===== src/rtl/counter_bus_pkg.sv =====
// Shared types and constants for the round-robin counter bus controller.
package counter_bus_pkg;

  localparam int BUS_W = 8;

  typedef enum logic {
    OP_READ = 1'b0,
    OP_LOAD = 1'b1
  } op_e;

  typedef enum logic [1:0] {
    IDLE,
    RD,
    LD,
    TURN
  } state_e;

endpackage


===== src/rtl/counter_bus_ctrl_rr_arbiter.sv =====
// Combinational round-robin arbiter; the last-grant pointer lives in the caller.
module rr_arbiter #(
  parameter int NUM_REQ = 4,
  parameter int PW      = $clog2(NUM_REQ)
) (
  input  logic [NUM_REQ-1:0] req,
  input  logic [PW-1:0]      last_grant,
  output logic [NUM_REQ-1:0] grant,
  output logic [PW-1:0]      grant_idx,
  output logic               any_grant
);

  logic [PW-1:0] cand;

  // Scan starts just past the previous winner and wraps once around.
  always_comb begin
    grant     = '0;
    grant_idx = '0;
    any_grant = 1'b0;
    cand      = '0;
    for (int k = 1; k <= NUM_REQ; k++) begin
      cand = PW'((int'(last_grant) + k) % NUM_REQ);
      if (!any_grant && req[cand]) begin
        any_grant   = 1'b1;
        grant[cand] = 1'b1;
        grant_idx   = cand;
      end
    end
  end

endmodule


===== src/rtl/counter_bus_ctrl.sv =====
// Shares one counter bus between several requesters, one read/load at a time,
// with a turnaround cycle after every operation.
module counter_bus_ctrl
  import counter_bus_pkg::*;
#(
  parameter int NUM_REQ = 4,
  parameter int NUM_CNT = 4,
  parameter int IDXW    = 3
) (
  input  logic                     clk,
  input  logic                     rst,
  input  logic [NUM_REQ-1:0]       req_valid,
  output logic [NUM_REQ-1:0]       req_ready,
  input  logic [NUM_REQ-1:0]       req_op,
  input  logic [NUM_REQ*IDXW-1:0]  req_sel,
  input  logic [NUM_REQ*BUS_W-1:0] req_wdata,
  output logic [NUM_REQ-1:0]       rsp_valid,
  output logic [BUS_W-1:0]         rsp_data,
  output logic                     rsp_err,
  output logic [NUM_CNT-1:0]       cnt_en,
  output logic [NUM_CNT-1:0]       cnt_load,
  output logic [BUS_W-1:0]         cnt_load_in,
  input  logic [BUS_W-1:0]         bus_in
);

  localparam int PW = $clog2(NUM_REQ);

  state_e             state, next_state;
  logic [PW-1:0]      last_grant, gnt_idx, lat_idx;
  logic [NUM_REQ-1:0] gnt;
  logic               any_gnt, accept, sel_ok;
  logic [IDXW-1:0]    sel_g;
  logic [BUS_W-1:0]   wdata_g;
  op_e                op_g;
  logic [NUM_CNT-1:0] sel_dec;

  rr_arbiter #(
    .NUM_REQ (NUM_REQ),
    .PW      (PW)
  ) u_arb (
    .req        (req_valid),
    .last_grant (last_grant),
    .grant      (gnt),
    .grant_idx  (gnt_idx),
    .any_grant  (any_gnt)
  );

  // Payload of the current arbitration winner; ready is withheld during reset.
  always_comb begin
    sel_g     = req_sel[int'(gnt_idx)*IDXW +: IDXW];
    wdata_g   = req_wdata[int'(gnt_idx)*BUS_W +: BUS_W];
    op_g      = op_e'(req_op[gnt_idx]);
    sel_ok    = int'(sel_g) < NUM_CNT;
    sel_dec   = NUM_CNT'(1) << sel_g;
    accept    = (state == IDLE) && any_gnt && !rst;
    req_ready = accept ? gnt : '0;
  end

  always_comb begin
    next_state = state;
    case (state)
      IDLE: begin
        if (accept) begin
          if (!sel_ok)               next_state = TURN;
          else if (op_g == OP_LOAD)  next_state = LD;
          else                       next_state = RD;
        end
      end
      RD, LD:  next_state = TURN;
      TURN:    next_state = IDLE;
      default: next_state = IDLE;
    endcase
  end

  always_ff @(posedge clk) begin
    if (rst) state <= IDLE;
    else     state <= next_state;
  end

  always_ff @(posedge clk) begin
    if (rst) begin
      last_grant <= PW'(NUM_REQ - 1);
      lat_idx    <= '0;
    end else if (accept) begin
      last_grant <= gnt_idx;
      lat_idx    <= gnt_idx;
    end
  end

  // Strobes and responses are registered for the state being entered, so each
  // output is high exactly while the FSM sits in the matching state.
  always_ff @(posedge clk) begin
    if (rst) begin
      cnt_en      <= '0;
      cnt_load    <= '0;
      cnt_load_in <= '0;
      rsp_valid   <= '0;
      rsp_err     <= 1'b0;
      rsp_data    <= '0;
    end else begin
      cnt_en      <= '0;
      cnt_load    <= '0;
      cnt_load_in <= '0;
      rsp_valid   <= '0;
      rsp_err     <= 1'b0;
      rsp_data    <= '0;
      case (state)
        IDLE: begin
          if (accept) begin
            if (!sel_ok) begin
              rsp_valid <= gnt;
              rsp_err   <= 1'b1;
            end else if (op_g == OP_LOAD) begin
              cnt_load    <= sel_dec;
              cnt_load_in <= wdata_g;
            end else begin
              cnt_en <= sel_dec;
            end
          end
        end
        RD: begin
          rsp_valid <= NUM_REQ'(1) << lat_idx;
          rsp_data  <= bus_in;
        end
        LD: rsp_valid <= NUM_REQ'(1) << lat_idx;
        default: ;
      endcase
    end
  end

endmodule


===== config.mk =====
export PLATFORM = sky130hd
export DESIGN_NAME = counter_bus_ctrl
export DESIGN_NICKNAME = d
export VERILOG_FILES = /design/src/rtl/counter_bus_pkg.sv /design/src/rtl/counter_bus_ctrl_rr_arbiter.sv /design/src/rtl/counter_bus_ctrl.sv
export SDC_FILE = /design/constraint.sdc
export NUM_CORES = 1
export LEC_CHECK = 0
export CAP_MARGIN = 5
export CORE_MARGIN = 10
export CORE_UTILIZATION = 35
export CTS_CLUSTER_DIAMETER = 60
export DETAILED_ROUTE_END_ITERATION = 12
export PLACE_DENSITY = 0.69
export SETUP_SLACK_MARGIN = 0.4
export SLEW_MARGIN = 20
export SYNTH_ARGS = -nofsm -noshare
export SYNTH_HDL_FRONTEND = slang
export SYNTH_SLANG_ARGS = --single-unit

===== constraint.sdc =====
create_clock -name clk -period 4.54 [get_ports clk]
set_clock_uncertainty 0.2 [all_clocks]
set_input_delay 0.908 -clock clk [delete_from_list [all_inputs] [get_ports clk]]
set_output_delay 0.908 -clock clk [all_outputs]
set_load 0.03 [all_outputs]

* Yosys cells after proc, flatten, opt, wreduce, memory -nomap -nowiden
Index checks and enable logic that the tools add are counted.
** Storage, ports and cells
- Bits of input ports :: 62
- Bits in registers :: 35
- Output and inout bits :: 33
** Operators by class
- Multipliers :: 1
- Order comparisons :: 10
- Bitwise gates (word level) :: 8
- Shifts and indexed selects :: 4
- Add/subtract/negate cells :: 4
- Mux-type cells :: 39
- Eq/ne operators :: 4
- Reductions and logical operators :: 19
** Operators with widths (count)
- indexed part select 32 x 6 -> 8 bit :: 1
- 2-to-1 mux 4 bit :: 7
- < comparator 2 x 3 -> 1 bit, second input constant :: 5
- 2-to-1 mux 1 bit :: 14
- 2-to-1 mux 2 bit :: 7
- OR 4 bit :: 3
- indexed part select 12 x 5 -> 3 bit :: 1
- binary-select mux 1 bit (select 2 bit) :: 5
- OR reduction 5 bit :: 2
- logical AND 1 bit :: 9
- demux 1 bit (select 2 bit) :: 4
- greater-or-equal comparator 2 x 1 -> 1 bit, second input constant :: 4
- case mux 4 bit (2 select lines) :: 1
- case mux 2 bit (3 select lines) :: 1
- inverter 1 bit :: 5
- adder 2 x 1 -> 2 bit, second input constant :: 2
- adder 2 bit, second input constant :: 2
- == test 2 bit, second input constant :: 2
- logical NOT 1 bit :: 4
- multiplier 2 x 2 -> 4 bit, second input constant :: 1
- OR reduction 2 bit :: 2
- << shifter 1 x 2 -> 4 bit, first input constant :: 1
- << shifter 1 x 3 -> 4 bit, first input constant :: 1
- < comparator 3 bit, second input constant :: 1
- other kinds (4) :: 4

* Logic depth before layout (Yosys ltp)
- Word-level depth :: 19
- Mapped depth :: 15
- Gate-level depth less buffers :: 9

* Cells and area by module
Synthesis repeated with hierarchy kept, for this count alone.
** Unflattened totals
- Cells, all modules :: 211
- Area total of the unflattened synthesis :: 2055.7 sq um
** Modules (own cells, without submodules)
- counter_bus_ctrl :: cells each 125, area each 1426.4 sq um, instances 1
- rr_arbiter :: cells each 86, area each 629.4 sq um, instances 1

* Worst setup path after synthesis
No wires, ideal clock.
- Kind :: reg2out
- From :: reg last_grant[0]
- To :: out req_ready[0]
- Data required time :: 3.432 ns
- Stages on the path, launching flop included :: 14
- Slack :: 0.460 ns
- Data arrival time :: 2.972 ns
- Path through :: dfxtp_1 buf_6 buf_2 inv_1 ha_1 buf_2 mux4_2 buf_6 nor3_2 nand2b_1 nand2_1 or2_2 clkbuf_1 nor2_1
** Between the ends
- Longest elaborated chain between the ends :: 16
- Elaborated cells between the ends (all ways) :: 52
** Ends and longest elaborated chain
- start, declared :: RTL line counter_bus_ctrl.sv:29 : logic [PW-1:0] last_grant, gnt_idx, lat_idx;
- start signal, assigned :: RTL line counter_bus_ctrl.sv:82 : last_grant <= PW'(NUM_REQ - 1);
- start signal, assigned :: RTL line counter_bus_ctrl.sv:85 : last_grant <= gnt_idx;
- parallel branches: the longest is 15 deep, another holds < comparator 2 x 3 -> 1 bit
- 2-to-1 mux 4 bit * :: RTL line counter_bus_ctrl.sv:56 : req_ready = accept ? gnt : '0;
- end, declared :: RTL line counter_bus_ctrl.sv:13 : output logic [NUM_REQ-1:0] req_ready,
Every way passes the cells marked *. The select of a mux whose other input is x is not followed.

* Worst setup path in the final report
- From :: in req_valid[0]
- To :: out req_ready[3]
** Between the ends
- Longest elaborated chain between the ends :: 15
- Elaborated cells between the ends (all ways) :: 28
** Ends and longest elaborated chain
- start, declared :: RTL line counter_bus_ctrl.sv:12 : input logic [NUM_REQ-1:0] req_valid,
- binary-select mux 1 bit (select 2 bit) :: RTL line counter_bus_ctrl_rr_arbiter.sv:23 : if (!any_grant && req[cand]) begin
- 2-to-1 mux 1 bit (implied by the code) :: RTL line counter_bus_ctrl_rr_arbiter.sv:23
- 2-to-1 mux 1 bit :: RTL line counter_bus_ctrl_rr_arbiter.sv:23
- logical NOT 1 bit :: RTL line counter_bus_ctrl_rr_arbiter.sv:23
- logical AND 1 bit :: RTL line counter_bus_ctrl_rr_arbiter.sv:23
- 2-to-1 mux 1 bit :: RTL line counter_bus_ctrl_rr_arbiter.sv:23
- logical NOT 1 bit :: RTL line counter_bus_ctrl_rr_arbiter.sv:23
- logical AND 1 bit :: RTL line counter_bus_ctrl_rr_arbiter.sv:23
- 2-to-1 mux 1 bit :: RTL line counter_bus_ctrl_rr_arbiter.sv:23
- logical NOT 1 bit :: RTL line counter_bus_ctrl_rr_arbiter.sv:23
- logical AND 1 bit :: RTL line counter_bus_ctrl_rr_arbiter.sv:23
- 2-to-1 mux 1 bit :: RTL line counter_bus_ctrl_rr_arbiter.sv:23
- logical AND 1 bit (2 in series) :: RTL line counter_bus_ctrl.sv:55 : accept = (state == IDLE) && any_gnt && !rst;
- 2-to-1 mux 4 bit * :: RTL line counter_bus_ctrl.sv:56
Every way passes the cells marked *; elsewhere a longest branch is shown, timed or not. The select of a mux whose other input is x is not followed.

==> qor.yml <==
clock_tree:
  htree_num_levels: 2
  clockRootBuffer: "clkbuf_8"
  clockBufferDepth: 2
  clkLatencyLatePin_ns: 0.28
  numClockSinks: 35
  path_clk_slew_ns: 0.08
  clock_tree_from_tritoncts: "built"
  numCtsBuffers: 5
cells_and_area:
  drive_above_1_share_pct: 17.3
  layout-area-overhead-vs-synth_pct: 54.7
  fillers: 545
  design.final.nets: 379
  postLayoutCellArea_um2: 3270
  diodes: 0
drt:
  routed_wl_per_cell_um: 16.1
  drt_pass1_iterations: 4
  initialDrtViolationCount: 98
  detail_route_antenna_nets: 0
  route.vias.total: 1933
  routed_wl_um: 6150
  drc_errors: 0
  drt-vias-per-instance: 5.06
floorplan:
  design.die.area_um2: 9540
  fp.dieW_um: 97.7
  fp-row-count: 28
  io_pins: 95
  placeableCoreArea_um2: 5890
  die_h_um: 97.7
  effective_utilization_at_floorplan_pct: 35.9
sta:
  slew-limit-headroom_pct: 59.1
  fmax_mhz: 247
  post-route-min-period_ns: 4.05
  min_period_over_period_pct: 89.2
  fin_tns_setup_ns: 0
  unrepaired_setup_endpoints_after_global_routing: "true"
  tightestPinTransition_ns: 0.614
  report.final.hold_viol_count: 0
  slew_violations: 0
  setup_violations: 0
setup_path:
  critical_path_launch_point_type: "primary input"
  worst_r2r_start: "last_grant[0]"
  worstRegToRegCells: 9
  worst_path_largest_cell_delay_ns: 0.55
  r2r_setup_slack_ns: 0.83
  cpMaxStageDelayCell: "mux4_2"
  timing.critical_path.required_ns: 3.43
  setup.worst_path.end_class: "output pin"
  crit_path_max_fanout: 7
  worstPathArrival_ns: 2.94
  crit_start: "req_valid[0]"
  timing.rr.end: "cnt_load_in[1]"
  worst_setup_path_class: "primary input to output pin"
  path_cells: "clkdlybuf4s50_1 > mux4_2 > buf_4 > a22oi_1 > nor2_1 > a221oi_1 > nor2_1 > buf_4"
worst_hold_path:
  worst_hold_path_type: "register to register"
  hold_start: "lat_idx[1]"
  timing.hold.worst_path_depth: 2
  hold-path-endpoint: "lat_idx[1]"
synth:
  post_synth_num_cell_types: 45
  postSynthCellCount: 207
  synth_ff_type: "dfxtp_1"
  post_synth_mux_area_share_pct: 16.8
  syn_area_um2: 2110
  async_reset_ff_share_pct: 0
  synth_top_family_by_area: "simple AND/OR/NAND/NOR gates"
  synthSimpleGateAreaFrac_pct: 20.9
  syn-num-nets: 280
  synth-seq-cells: 35
  yosys.area_share.adder_pct: 6.52
  post_synth.cell_area_avg_um2: 10.2
  number_of_flops_mapped_to_enable_cells_by_yosys: 0
  seq_area_frac_synth_pct: 33.2
  yosys_warnings: 0
  post_synth_xor_area_fraction_pct: 0.415
  synth-compound-area-share_pct: 15.8
pwr:
  powerDensity_nw_per_um2: 656
  cellLeakagePower_nw: 1.29
  ir_drop_v: 0.000300
grt:
  vias_in_the_first_global_route: 1892
  global_route.overflow_total: 0
  grt_start_max_net_pins: 21
  grt_pass1_wl_um: 9620
  grt_antenna_before_repair: 0
  track_usage_pct: 12.0
flow_run:
  maxCapViolCount: 0
status:
  outcome: "finished, final reports clean"
place:
  io_buffers: 94
  place.gp.congestion: 0.764
  dp_hpwl_um: 4980
  postPlaceCellArea_um2: 3090
[layer usage]
metal	track usage [%]	routed length [µm]
met5	0	0
met4	4.47	100
met3	3.06	270
met2	21.0	3120
met1	13.6	2660
[cell families (layout without fill, tap and decap cells)]
group / Yosys count / in the layout
simple gates: 77 / 77
compound gates: 42 / 42
flops: 35 / 35
buf+inv: 21 / 121
mux: 20 / 20
fa+ha+maj: 11 / 11
xor+xnor: 1 / 1
[stage by stage]
stage | instances | setup WS [ns] | hold slack, ns | util, % | power [W]
after CTS | 378 | 0.411 | 0.359 | 54.8 | 0.00211
after global routing | 382 | 0.392 | 0.383 | 55.5 | 0.00229
after global placement | 368 | 0.303 | 0.340 | 52.5 | 0.00180
final | 382 | 0.490 | 0.359 | 55.5 | 0.00214
after floorplan | 207 | 0.460 | 0.310 | - | 0.00146
after detailed placement | 368 | 0.243 | 0.344 | 52.5 | 0.00181
[worst max-delay path by stage]
stage	end	slack, ns	cells after the start
6_report	req_ready[3]	0.49	8
5_1_grt	req_ready[3]	0.39	9
4_1_cts	req_ready[3]	0.41	8
3_5_place_dp	req_ready[3]	0.24	8
3_3_place_gp	req_ready[3]	0.30	8
2_1_floorplan	req_ready[0]	0.46	13
[registers in the layout, summed over array words and instances (netlist names)]
signal	count
rsp_data	8
lat_idx	2
state	2
rsp_valid	4
cnt_load	4
last_grant	2
cnt_en	4
cnt_load_in	8
rsp_err	1
[Yosys cell counts, types with 4 or more instances]
library cell  count  area (µm²)
a221oi_1          7        61.3
o221ai_1          4        35.0
a21oi_1           4        20.0
mux4_2           11         248
a22oi_1           4        30.0
inv_1             8        30.0
nand2_1           4        15.0
ha_1             11         138
dfxtp_1          35         701
buf_6             4        45.0
nor2b_1          11        68.8
nor2_1           18        67.6
nor3_1           13        65.1
buf_2             4        20.0
mux2i_1           7        70.1
and2_1           10        62.6
[layout by cell type (no fill, tap or decap), drive strengths merged, types with 2 or more instances in the layout]
master / instances
a21o: 2
a21oi: 5
a221oi: 7
a22oi: 4
a31o: 3
a31oi: 2
a32o: 2
and2: 10
and3: 3
buf: 15
clkbuf: 5
clkdlybuf4s50: 88
clkinv: 2
dfxtp: 35
ha: 11
inv: 8
mux2i: 7
mux4: 12
nand2: 4
nand2b: 3
nand3: 2
nand3b: 2
nor2: 19
nor2b: 12
nor3: 16
nor3b: 2
o21ai: 3
o221ai: 4
o22a: 2
o22ai: 3
o31ai: 2
or2: 2
or3b: 2
[where the power goes]
group	total, W	internal (W)	switching [W]
Clock	0.000276	0.000163	0.000112
Combinational	0.00144	0.000677	0.000765
Sequential	0.000426	0.000393	0.0000325
Total	0.00214	0.00123	0.000910
[repair_timing]
item / 4_1_cts / 5_1_grt
pin swaps: 0 / 1
hold buffers: 0 / 0
buffers inserted: 2 / 4
endpoints found under the setup margin: 4 / 4
resized for setup: 3 / 3
[worst max-delay path: cells and delay by family]
family | cells | cell delay, ns
buffers and inverters | 3 | 0.87
multiplexers | 1 | 0.55
AO/OA/AOI/OAI | 2 | 0.44
AND/OR/NAND/NOR | 2 | 0.18
[cell type report]
cell class	instances	area, µm²	area share [%]
Inverter	8	30.0	0.920
Clock buffer	5	68.8	2.11
Tap cell	75	93.8	2.87
Timing Repair Buffer	105	1030	31.5
Sequential cell	35	701	21.5
Multi-Input combinational cell	151	1300	39.8
Clock inverter	3	43.8	1.34
No activity file was read; power rests on OpenSTA's default activity.
